==> src/rtl/hazard_forward_unit.sv <==
// -----------------------------------------------------------------------------
// hazard_forward_unit
//
// Purpose:
//   Data-hazard control for a 5-stage in-order pipeline. The unit shadows the
//   destination info of the EX and MEM stages. From that shadow state it
//   produces the EX-stage operand forwarding selects and the load-use stall.
//   It also keeps a saturating count of stall cycles.
//
// Forwarding select encoding (fwd_a / fwd_b):
//   2'd0 FORWARD_NONE : operand comes from the register file
//   2'd1 FORWARD_MEM  : operand comes from the EX/MEM result (newest producer)
//   2'd2 FORWARD_WB   : operand comes from the MEM/WB result
//
// Ports:
//   clk          in   clock; all state updates on the rising edge
//   reset        in   synchronous, active-high reset
//   id_valid     in   a real instruction is in ID
//   id_rs1/rs2   in   ID source register indices
//   id_use_rs1/2 in   ID instruction actually reads that source
//   id_rd        in   ID destination register index
//   id_wr        in   ID instruction writes a register
//   id_load      in   ID instruction is a load
//   ex_flush     in   taken branch resolved in EX; squashes IF and ID
//   stall        out  combinational load-use stall (hold PC/IFID, bubble EX)
//   fwd_a/fwd_b  out  registered operand selects for the instruction in EX
//   stall_count  out  saturating number of cycles with stall=1
// -----------------------------------------------------------------------------
module hazard_forward_unit #(
    parameter int REG_BITS = 3,
    parameter int CNT_BITS = 16
) (
    input  logic                clk,
    input  logic                reset,
    input  logic                id_valid,
    input  logic [REG_BITS-1:0] id_rs1,
    input  logic [REG_BITS-1:0] id_rs2,
    input  logic                id_use_rs1,
    input  logic                id_use_rs2,
    input  logic [REG_BITS-1:0] id_rd,
    input  logic                id_wr,
    input  logic                id_load,
    input  logic                ex_flush,
    output logic                stall,
    output logic [1:0]          fwd_a,
    output logic [1:0]          fwd_b,
    output logic [CNT_BITS-1:0] stall_count
);

    localparam logic [1:0] FORWARD_NONE = 2'd0;
    localparam logic [1:0] FORWARD_MEM  = 2'd1;
    localparam logic [1:0] FORWARD_WB   = 2'd2;

    // EX-stage shadow
    logic                ex_valid_q, ex_valid_d;
    logic [REG_BITS-1:0] ex_rd_q;
    logic                ex_wr_q;
    logic                ex_load_q;

    // MEM-stage shadow
    logic                mem_valid_q, mem_valid_d;
    logic [REG_BITS-1:0] mem_rd_q;
    logic                mem_wr_q;

    logic [1:0]          fwd_a_q, fwd_a_d;
    logic [1:0]          fwd_b_q, fwd_b_d;
    logic [CNT_BITS-1:0] stall_count_q, stall_count_d;

    logic                ex_take;
    logic                ld_dep;

    function automatic logic ex_hit(input logic [REG_BITS-1:0] s);
        return ex_valid_q & ex_wr_q & (ex_rd_q == s);
    endfunction

    function automatic logic mem_hit(input logic [REG_BITS-1:0] s);
        return mem_valid_q & mem_wr_q & (mem_rd_q == s);
    endfunction

    // The EX producer is younger than the MEM producer, so it wins ties.
    function automatic logic [1:0] fwd_sel(input logic use_s, input logic [REG_BITS-1:0] s);
        if (use_s && ex_hit(s)) begin
            return FORWARD_MEM;
        end else if (use_s && mem_hit(s)) begin
            return FORWARD_WB;
        end
        return FORWARD_NONE;
    endfunction

    function automatic logic [CNT_BITS-1:0] sat_inc(input logic [CNT_BITS-1:0] v);
        return (&v) ? v : v + {{(CNT_BITS-1){1'b0}}, 1'b1};
    endfunction

    // ---- ID stage: hazard detection and next EX/forwarding state ----
    always_comb begin
        ld_dep = ex_valid_q & ex_load_q & ex_wr_q &
                 ((id_use_rs1 & (ex_rd_q == id_rs1)) |
                  (id_use_rs2 & (ex_rd_q == id_rs2)));
        stall  = id_valid & ~ex_flush & ld_dep;

        // A stalled load consumer never enters EX while the load is there.
        // So a load result can only ever reach a consumer through FORWARD_WB.
        ex_take     = id_valid & ~stall & ~ex_flush;
        ex_valid_d  = ex_take;
        mem_valid_d = ex_valid_q;

        fwd_a_d = FORWARD_NONE;
        fwd_b_d = FORWARD_NONE;
        if (ex_take) begin
            fwd_a_d = fwd_sel(id_use_rs1, id_rs1);
            fwd_b_d = fwd_sel(id_use_rs2, id_rs2);
        end

        stall_count_d = stall ? sat_inc(stall_count_q) : stall_count_q;
    end

    // ---- ID/EX and EX/MEM boundary: control state (reset) ----
    always_ff @(posedge clk) begin
        if (reset) begin
            ex_valid_q    <= 1'b0;
            mem_valid_q   <= 1'b0;
            fwd_a_q       <= FORWARD_NONE;
            fwd_b_q       <= FORWARD_NONE;
            stall_count_q <= '0;
        end else begin
            ex_valid_q    <= ex_valid_d;
            mem_valid_q   <= mem_valid_d;
            fwd_a_q       <= fwd_a_d;
            fwd_b_q       <= fwd_b_d;
            stall_count_q <= stall_count_d;
        end
    end

    // ---- ID/EX and EX/MEM boundary: payload (qualified by the valids) ----
    always_ff @(posedge clk) begin
        ex_rd_q   <= id_rd;
        ex_wr_q   <= id_wr;
        ex_load_q <= id_load;
        mem_rd_q  <= ex_rd_q;
        mem_wr_q  <= ex_wr_q;
    end

    assign fwd_a       = fwd_a_q;
    assign fwd_b       = fwd_b_q;
    assign stall_count = stall_count_q;

endmodule

==> config.mk <==
export PLATFORM = sky130hd
export DESIGN_NAME = hazard_forward_unit
export DESIGN_NICKNAME = d
export VERILOG_FILES = /design/src/rtl/hazard_forward_unit.sv
export SDC_FILE = /design/constraint.sdc
export NUM_CORES = 1
export LEC_CHECK = 0
export BUFFER_PORTS_ARGS = -buffer_cell sky130_fd_sc_hd__buf_2
export CAP_MARGIN = 20
export CORE_MARGIN = 3
export CORE_UTILIZATION = 43
export CTS_CLUSTER_DIAMETER = 60
export DETAILED_ROUTE_END_ITERATION = 10
export HOLD_SLACK_MARGIN = 0.05
export PLACE_DENSITY = 0.68
export SLEW_MARGIN = 20
export SYNTH_ARGS = -nofsm -noshare
export SYNTH_HDL_FRONTEND = slang
export SYNTH_SLANG_ARGS = --single-unit
==> constraint.sdc <==
create_clock -name clk -period 2.5 [get_ports clk]
set_input_delay 0.5 -clock clk [delete_from_list [all_inputs] [get_ports clk]]
set_output_delay 0.5 -clock clk [all_outputs]
set_load 0.05 [all_outputs]
==> results of run 1 <==
-- stage by stage --
step	area (sq um)	util (%)	worst slack (ns)	total power, mW	std cells
final	1590	55.6	0.190	0.885	215
after global routing	1590	55.6	0.0176	0.925	215
after CTS	1590	55.6	0.183	0.893	215
after detailed placement	1520	53.2	0.186	0.567	207
after global placement	1520	53.2	0.293	0.565	207
after floorplan	1320	-	0.351	0.546	145
-- power by group through the flow --
stage,registers (mW),logic (mW),clock network [mW]
after floorplan,0.519,0.0265,0
after global placement,0.520,0.0443,0
after detailed placement,0.521,0.0463,0
after CTS,0.509,0.0462,0.337
after global routing,0.510,0.0511,0.364
final,0.509,0.0457,0.331
-- registers in the layout, indices dropped and copies added, names as in the netlist --
register and cells:
fwd_b 2, stall_count 16, ex_wr_q 1, mem_wr_q 1, ex_valid_q 1, ex_rd_q 3
mem_valid_q 1, fwd_a 2, mem_rd_q 3, ex_load_q 1
-- Yosys cell counts (all sizes together) --
master  instances
nor2            5
nand3b          1
buf             3
and3            1
or3             3
and4            2
o31ai          10
nand4           8
a21oi          15
ha              1
o41ai           1
a211oi          1
nor4            3
inv             5
o21ba           1
nand2          10
a21o            1
nor3            5
or4            11
xnor2          12
and2            1
clkbuf          4
a211o           1
nand2b          1
nor2b           1
dfxtp          31
o21ai           3
nand3           4
-- worst max-delay path: stages, from the launching register on --
cell     delay, ns
dfxtp_1       0.39
xnor2_1       0.16
nand4_1       0.20
a211o_1       0.35
inv_1         0.11
buf_2         0.28
-- logic make-up (layout without fill, tap and decap cells) --
family          after synthesis  count (layout)
flops                        31              31
fa+ha+maj                     1               1
simple gates                 56              56
xor+xnor                     12              12
compound gates               33              33
buf+inv                      12              51
-- worst paths after layout --
| kind | slack (ns) | to | from | cells after the start |
|---|---|---|---|---|
| min | 0.26 | ex_wr_q | id_wr | 1 |
| max | 0.19 | stall | ex_rd_q[1] | 5 |
| max reg2reg | 0.35 | stall_count[10] | stall_count[0] | 6 |
| min reg2reg | 0.38 | mem_wr_q | ex_wr_q | 0 |
-- layer usage --
metal  GRT usage [%]  vias to the layer above  part of all wire [%]  wire length [microns]
met5               0                        -                     0                      0
met4            5.45                        0                   1.3                     37
met3            8.60                        5                   6.7                    191
met2            27.5                       41                    49                   1420
met1            20.3                      556                    43                   1220
li1                -                      617                     -                      -
-- cell type report --
| cell class | count | area share, % |
|---|---|---|
| sequential | 31 | 39.1 |
| tap | 31 | 2.44 |
| multi-input combinational | 102 | 40.8 |
| inverter | 5 | 1.18 |
| timing repair buffer | 38 | 12.1 |
| clock buffer | 8 | 4.34 |
-- layout by cell type, fill, tap and decap left out --
master    Yosys  routed
a211o_1       1       1
a211oi_1      1       1
a21o_1        1       1
a21oi_1      15      15
and2_1        1       1
and3_1        1       1
and4_1        2       2
buf_2         2      37
buf_4         0       1
clkbuf_1      4       1
clkbuf_4      0       5
clkbuf_8      0       2
dfxtp_1      31      31
ha_1          1       1
inv_1         5       5
nand2_1      10      10
nand2b_1      1       1
nand3_1       4       4
nand3b_1      1       1
nand4_1       8       8
nor2_1        5       5
nor2b_1       1       1
nor3_1        5       5
nor4_1        3       3
o21ai_0       2       2
o21ai_1       1       1
o21ba_2       1       1
o31ai_1      10      10
o41ai_1       1       1
or3_1         3       3
or4_1        11      11
xnor2_1      12      12
==> flow_summary.yaml, run 1 <==
pwr:
  internal_power_mw: 0.692
  power.switching_mw: 0.194
  seq_power_share_pct: 57.5
  power.leakage_nw: 0.599
  pwr-share-clk_pct: 37.3
  combPwrFrac_pct: 5.2
  power.density_nw_per_um2: 558
  switching_share_pct: 21.9
  ir_drop_mv: 0.544
worst_setup_path:
  critPathMaxFanout: 4
  cp-end-kind: "primary output"
  critPathArrivalTime_ns: 1.81
  criticalPathCategory: "flip-flop to primary output"
  worstPathRequired_ns: 2.00
  start_kind: "flip-flop"
detailed_routing:
  wire_per_inst_microns: 13.4
  dr_total_vias: 1219
  ant_nets: 0
  routed_via_density: 5.67
  drc: 0
  drt_first_pass_iters: 4
  initialDrtViolationCount: 109
  routed_wl_microns: 2870
synth:
  synth.avg_cell_area_sq_um: 9.12
  synth_cell_types: 30
  syn-instance-count: 145
  synth_xor_area_share_pct: 7.95
  synth-compound-area-share_pct: 15.7
  synth-simple-area-share_pct: 24.3
  seq_area_frac_synth_pct: 46.9
  yosys.area.top_type_share_pct: 46.9
  synth_fa_ha_area_share_pct: 0.946
  netlist_area_sq_um: 1320
  synth_top_cell_by_area: "dfxtp_1"
  synth_nets: 163
  synth_warnings: 0
  synthTopCellsByArea: "dfxtp_1 (47%), xnor2_1 (7.9%), or4_1 (6.2%)"
  synthMuxAreaShare_pct: 0
  synth_top_family_by_area: "simple AND/OR/NAND/NOR gates"
  ys_seq_elements: 31
final_layout:
  multi_input_area_sq_um: 647
  syn_to_final_growth_pct: 20.0
  drive_above_1_share_pct: 25.0
  antenna_cells: 0
  num-nets-final: 201
  final-seq-area_sq_um: 621
  fill_cells: 261
clock_network:
  cts_tree: "done"
  cts.hold.buffers_added: 0
  clk-insertion-delay-late_ns: 0.33
  cts_sinks: 31
  cts.htree.levels: 2
  clk_pin_slew_ns: 0.09
  max-clock-path-buffers: 2
  clock-root-buffer: "clkbuf_4"
  cts-buffers-inserted: 5
  post_cts_resized: 0
  cts_setup_buffers: 0
sta:
  max_freq_ghz: 0.433
  hold_ws_ns: 0.260
  setup_viol: 0
  maxSlewHeadroom_pct: 65.2
  tns_ns: 0
  rsz0062_at_grt: "false"
  slew_viol_final: 0
  finalCritPeriodShare_pct: 92.4
  period_minus_slack_ns: 2.31
  clock_skew_ns: 0.00693
  hold_viol: 0
  worstMarginPinSlew_ns: 0.522
floorplanning:
  die-area_sq_um: 3780
  core_area_sq_um: 2850
  pin_count: 38
  fp-row-count: 19
  die_width_microns: 61.5
  start_util_pct: 46.4
  die_h_microns: 61.5
global_route:
  grt_use_total_pct: 17.2
  grt_pass1_wl_microns: 4690
  antenna_found_initial: 0
  grt_max_degree: 22
  overflow: 0
  grt_pass1_vias: 1093
hold_path:
  hp-class: "primary input to flip-flop"
place:
  port_buffers: 37
  hpwl_microns: 2180
  routabilityCongestion: 0.752
outcome:
  status: "finished, final reports clean"
flow_run:
  maxCapViolations: 0
(Power assumes the default switching activity.)
==> inputs of run 2 (changes only) <==
--- a/config.mk
+++ b/config.mk
@@ -13,6 +13,7 @@
 export DETAILED_ROUTE_END_ITERATION = 10
 export HOLD_SLACK_MARGIN = 0.05
 export PLACE_DENSITY = 0.68
+export SETUP_SLACK_MARGIN = 0.2
 export SLEW_MARGIN = 20
 export SYNTH_ARGS = -nofsm -noshare
 export SYNTH_HDL_FRONTEND = slang
==> run 2 against run 1 <==
Against the previous run: final cell count unchanged; flip-flop and latch count unchanged; via count increased by 0.33%; clock skew increased by 0.0024 ns; hold slack about the same; core utilization increased by 0.39 points; die area unchanged; worst setup slack improved by 0.17 ns; global-route usage unchanged; combinational power about the same; critical path depth unchanged; register-to-register slack improved by 0.09 ns; highest routed layer unchanged.
==> flow_summary.yaml, run 2 (synthesized netlist as in run 1, its figures left out) <==
final_layout:
  layout_commonest_cell: "buf_2"
  mostFrequentLayoutCells: "buf_2 (36), dfxtp_1 (28), a21oi_1 (15)"
  final-instance-count-excl-fill: 215
  design_area_sq_um: 1600
  fill_cells: 257
  antenna_cells: 0
  drive_above_1_share_pct: 27.7
  num-nets-final: 201
  largest_register_ffs: 16
  syn_to_final_growth_pct: 20.8
  final_core_util_pct: 56.0
global_route:
  grt_pass1_wl_microns: 4690
  overflow: 0
  grt_use_total_pct: 17.2
  grt_max_degree: 22
  antenna_found_initial: 0
  grt_pass1_vias: 1093
sta:
  hold_viol: 0
  finalCritPeriodShare_pct: 85.5
  slew_viol_final: 0
  tns_ns: 0
  max_freq_ghz: 0.468
  period_minus_slack_ns: 2.14
  setup_viol: 0
  maxSlewHeadroom_pct: 67.6
  worstMarginPinSlew_ns: 0.482
  rsz0062_at_grt: "false"
  clock_skew_ns: 0.00932
detailed_routing:
  dr_total_vias: 1223
  drt_first_pass_iters: 4
  drc: 0
  routed_wl_microns: 2910
  wire_per_inst_microns: 13.5
  routed_via_density: 5.69
  initialDrtViolationCount: 123
  ant_nets: 0
floorplanning:
  die_h_microns: 61.5
  die-area_sq_um: 3780
  start_util_pct: 46.4
  fp-row-count: 19
  pin_count: 38
  die_width_microns: 61.5
  core_area_sq_um: 2850
worst_setup_path:
  criticalPathCategory: "flip-flop to primary output"
  cp-end-kind: "primary output"
  critPathMaxFanout: 4
  start_kind: "flip-flop"
  worstPathRequired_ns: 2.00
  critPathArrivalTime_ns: 1.64
clock_network:
  max-clock-path-buffers: 2
  cts.htree.levels: 2
  clk_pin_slew_ns: 0.09
  cts-buffers-inserted: 5
  cts_tree: "done"
  clock-root-buffer: "clkbuf_4"
  cts.hold.buffers_added: 0
  cts_setup_buffers: 0
  clk-insertion-delay-late_ns: 0.34
  cts_sinks: 31
hold_path:
  hp-class: "primary input to flip-flop"
pwr:
  power.leakage_nw: 0.598
  power.density_nw_per_um2: 556
  ir_drop_mv: 0.548
place:
  routabilityCongestion: 0.752
  place_area_sq_um: 1520
  hpwl_microns: 2180
  dpl.cell_count: 207
  port_buffers: 37
outcome:
  status: "finished, final reports clean"
flow_run:
  maxCapViolations: 0
==> run 2: cell types whose count changed in the layout (fill, tap and decap cells not counted) <==
cell     previous run  this run
and2_1              1         0
and2_2              0         1
buf_2              37        36
buf_6               0         1
dfxtp_1            31        28
dfxtp_2             0         3
inv_1               5         4
inv_2               0         1
==> run 2: critical path, cell delays in order (launching register included) <==
cell     delay, ns
dfxtp_2       0.34
xnor2_1       0.18
nand4_1       0.20
a211o_1       0.33
inv_2         0.09
buf_6         0.16
==> run 2: area by class of cell <==
| type | instances | area (sq um) | area share [%] |
|---|---|---|---|
| clock buffers | 8 | 68.8 | 4.31 |
| well taps | 31 | 38.8 | 2.43 |
| flip-flops and latches | 31 | 624 | 39.1 |
| multi-input cells | 102 | 648 | 40.6 |
| inverters | 5 | 18.8 | 1.17 |
| repair buffers | 38 | 199 | 12.5 |
==> run 2: path summary, 6_finish.rpt <==
check                                    start         endpoint  slack, ns  cells after the start
worst max register to register  stall_count[0]  stall_count[13]       0.44                      6
worst min-delay path                     id_wr          ex_wr_q       0.26                      1
worst max-delay path                ex_rd_q[1]            stall       0.36                      5
worst min register to register         ex_wr_q         mem_wr_q       0.38                      0
==> run 2: per-layer routing <==
layer  track usage, %  share of wire, %  vias to the layer above
met4             5.45               1.3                        0
met3             8.60               6.1                        5
li1                 -                 -                      620
met2             27.5                49                       38
met1             20.3                44                      560
met5                0                 0                        -
==> run 2: report_power, final <==
group          internal (mW)  switching, mW  total [mW]
logic                 0.0240         0.0219      0.0459
clock network          0.165          0.167       0.332
registers              0.503        0.00647       0.509
==> run 2: metrics by stage <==
step	setup slack [ns]	power (mW)	hold WS, ns
after floorplan	0.351	0.546	0.352
after global placement	0.293	0.565	0.360
after detailed placement	0.186	0.567	0.366
after CTS	0.243	0.893	0.252
after global routing	0.246	0.926	0.229
final	0.361	0.888	0.260
==> run 2: what timing repair did <==
item,in CTS,in global routing
resized for setup,1,6
endpoints found under the setup margin,1,10
pin swaps,0,3
==> inputs of run 3 (changes only) <==
--- a/config.mk
+++ b/config.mk
@@ -13,7 +13,7 @@
 export DETAILED_ROUTE_END_ITERATION = 10
 export HOLD_SLACK_MARGIN = 0.05
 export PLACE_DENSITY = 0.68
-export SETUP_SLACK_MARGIN = 0.2
+export SETUP_SLACK_MARGIN = 0.4
 export SLEW_MARGIN = 20
 export SYNTH_ARGS = -nofsm -noshare
 export SYNTH_HDL_FRONTEND = slang
==> constraint.sdc (replaced) <==
create_clock -name clk -period 2.1 [get_ports clk]
set_input_delay 0.42 -clock clk [delete_from_list [all_inputs] [get_ports clk]]
set_output_delay 0.42 -clock clk [all_outputs]
set_load 0.05 [all_outputs]
==> run 3 against run 2 <==
Against the previous run: clock-buffer cell count down 3; critical path depth stayed put; first-iteration DRC count decreased by 54%; critical path type unchanged; critical endpoint unchanged.
==> flow_summary.yaml, run 3 (synthesized netlist as in run 1, its figures left out) <==
worst_setup_path:
  crit_chain: "xnor2_2 -> nand4_1 -> a211o_1 -> clkinvlp_4 -> buf_8"
  critPathArrivalTime_ns: 1.59
  criticalPathCategory: "flip-flop to primary output"
  critPathMaxFanout: 3
  crit_path_max_incr_delay_ns: 0.39
  slowest_stage: "dfxtp_4"
  worstPathRequired_ns: 1.68
  start_kind: "flip-flop"
  cp-end-kind: "primary output"
  r2r_slack_ns: 0.17
  crit_buf_inv: 2
  cp_top_family: "flip-flops"
place:
  hpwl_microns: 2290
  port_buffers: 37
  place_area_sq_um: 1650
  place_ws_ns: 0.0437
  routabilityCongestion: 0.760
detailed_routing:
  wire_per_inst_microns: 14.4
  drt_first_pass_iters: 4
  drc: 0
  initialDrtViolationCount: 56
  routed_wl_microns: 3270
  dr_total_vias: 1305
  ant_nets: 0
  routed_via_density: 5.75
sta:
  finalCritPeriodShare_pct: 95.9
  worst_slack_ns: 0.0857
  worstMarginPinSlew_ns: 0.421
  setup_viol: 0
  hold_ws_ns: 0.172
  max_freq_ghz: 0.496
  clock_skew_ns: 0.00694
  rsz0062_at_grt: "true"
  maxSlewHeadroom_pct: 71.9
  hold_viol: 0
  slew_viol_final: 0
  period_minus_slack_ns: 2.01
final_layout:
  drive_above_1_share_pct: 52.0
  final_core_util_pct: 66.4
  mostFrequentLayoutCells: "buf_2 (36), dfxtp_4 (14), dfxtp_1 (12)"
  largest_register_ffs: 16
  design_area_sq_um: 1890
  fill_cells: 244
  antenna_cells: 0
  syn_to_final_growth_pct: 43.2
  layout_commonest_cell: "buf_2"
  num-nets-final: 213
floorplanning:
  core_area_sq_um: 2850
  fp-row-count: 19
  die_width_microns: 61.5
  pin_count: 38
  start_util_pct: 46.4
  die_h_microns: 61.5
  die-area_sq_um: 3780
pwr:
  power.density_nw_per_um2: 534
  power.leakage_nw: 0.718
  seq_power_share_pct: 58.6
  pwr-share-clk_pct: 34.4
  switching_share_pct: 25.6
  internal_power_mw: 0.753
  combPwrFrac_pct: 7.1
  power.switching_mw: 0.259
  ir_drop_mv: 0.448
global_route:
  grt_pass1_vias: 1225
  overflow: 0
  grt_use_total_pct: 19.2
  antenna_found_initial: 0
  grt_max_degree: 19
  grt_pass1_wl_microns: 5260
clock_network:
  cts-buffers-inserted: 5
  clk-insertion-delay-late_ns: 0.34
  clk_pin_slew_ns: 0.10
  cts_sinks: 31
  cts.htree.levels: 2
  clock-root-buffer: "clkbuf_4"
  max-clock-path-buffers: 2
  cts_tree: "done"
flow_run:
  maxCapViolations: 0
hold_path:
  hp-class: "primary input to flip-flop"
outcome:
  status: "finished, final reports clean"
## run 3: path summary, 6_finish.rpt
path,startpoint,end,depth (start not counted)
max,ex_rd_q[0],stall,5
min,id_load,ex_load_q,1
max reg2reg,ex_rd_q[0],stall_count[3],7
min reg2reg,ex_wr_q,mem_wr_q,0
## run 3: metrics by stage
| stage | instances | power, mW | TNS, ns |
|---|---|---|---|
| floorplan | 145 | 0.640 | 0 |
| global placement | 212 | 0.666 | 0 |
| detailed placement | 212 | 0.669 | 0 |
| CTS | 225 | 1.02 | 0 |
| global route | 227 | 1.06 | -0.0273 |
| finish | 227 | 1.01 | 0 |
## run 3: layout make-up
type / instances / area (sq um) / share of cell area, %
Timing Repair Buffer: 50 / 304 / 16.1
Tap cell: 31 / 38.8 / 2.05
Clock buffer: 5 / 37.5 / 1.98
Inverter: 5 / 22.5 / 1.19
Sequential cell: 31 / 679 / 35.9
Multi-Input combinational cell: 102 / 795 / 41.9
Clock inverter: 3 / 17.5 / 0.925
## run 3: power by group through the flow
| stage | Clock (mW) | Sequential, mW | Combinational, mW |
|---|---|---|---|
| detailed placement | 0 | 0.607 | 0.0616 |
| CTS | 0.359 | 0.593 | 0.0703 |
| floorplan | 0 | 0.605 | 0.0351 |
| global placement | 0 | 0.606 | 0.0592 |
| global route | 0.389 | 0.594 | 0.0778 |
| finish | 0.348 | 0.592 | 0.0716 |
## run 3: metal layers
metal  vias to the layer above  GRT usage (%)  share of wire, %
li1                        651              -                 -
met1                       616           21.3                43
met2                        31           33.5                51
met3                         7           5.24               3.9
met4                         0           10.0               2.3
met5                         -              0                 0
## run 3: timing repair
item                                    in CTS  in global routing
hold buffers                                 0                  0
endpoints found under the setup margin      16                 16
gates resized for setup                     21                 11
setup buffers                                5                  2
pin swaps                                   12                  6
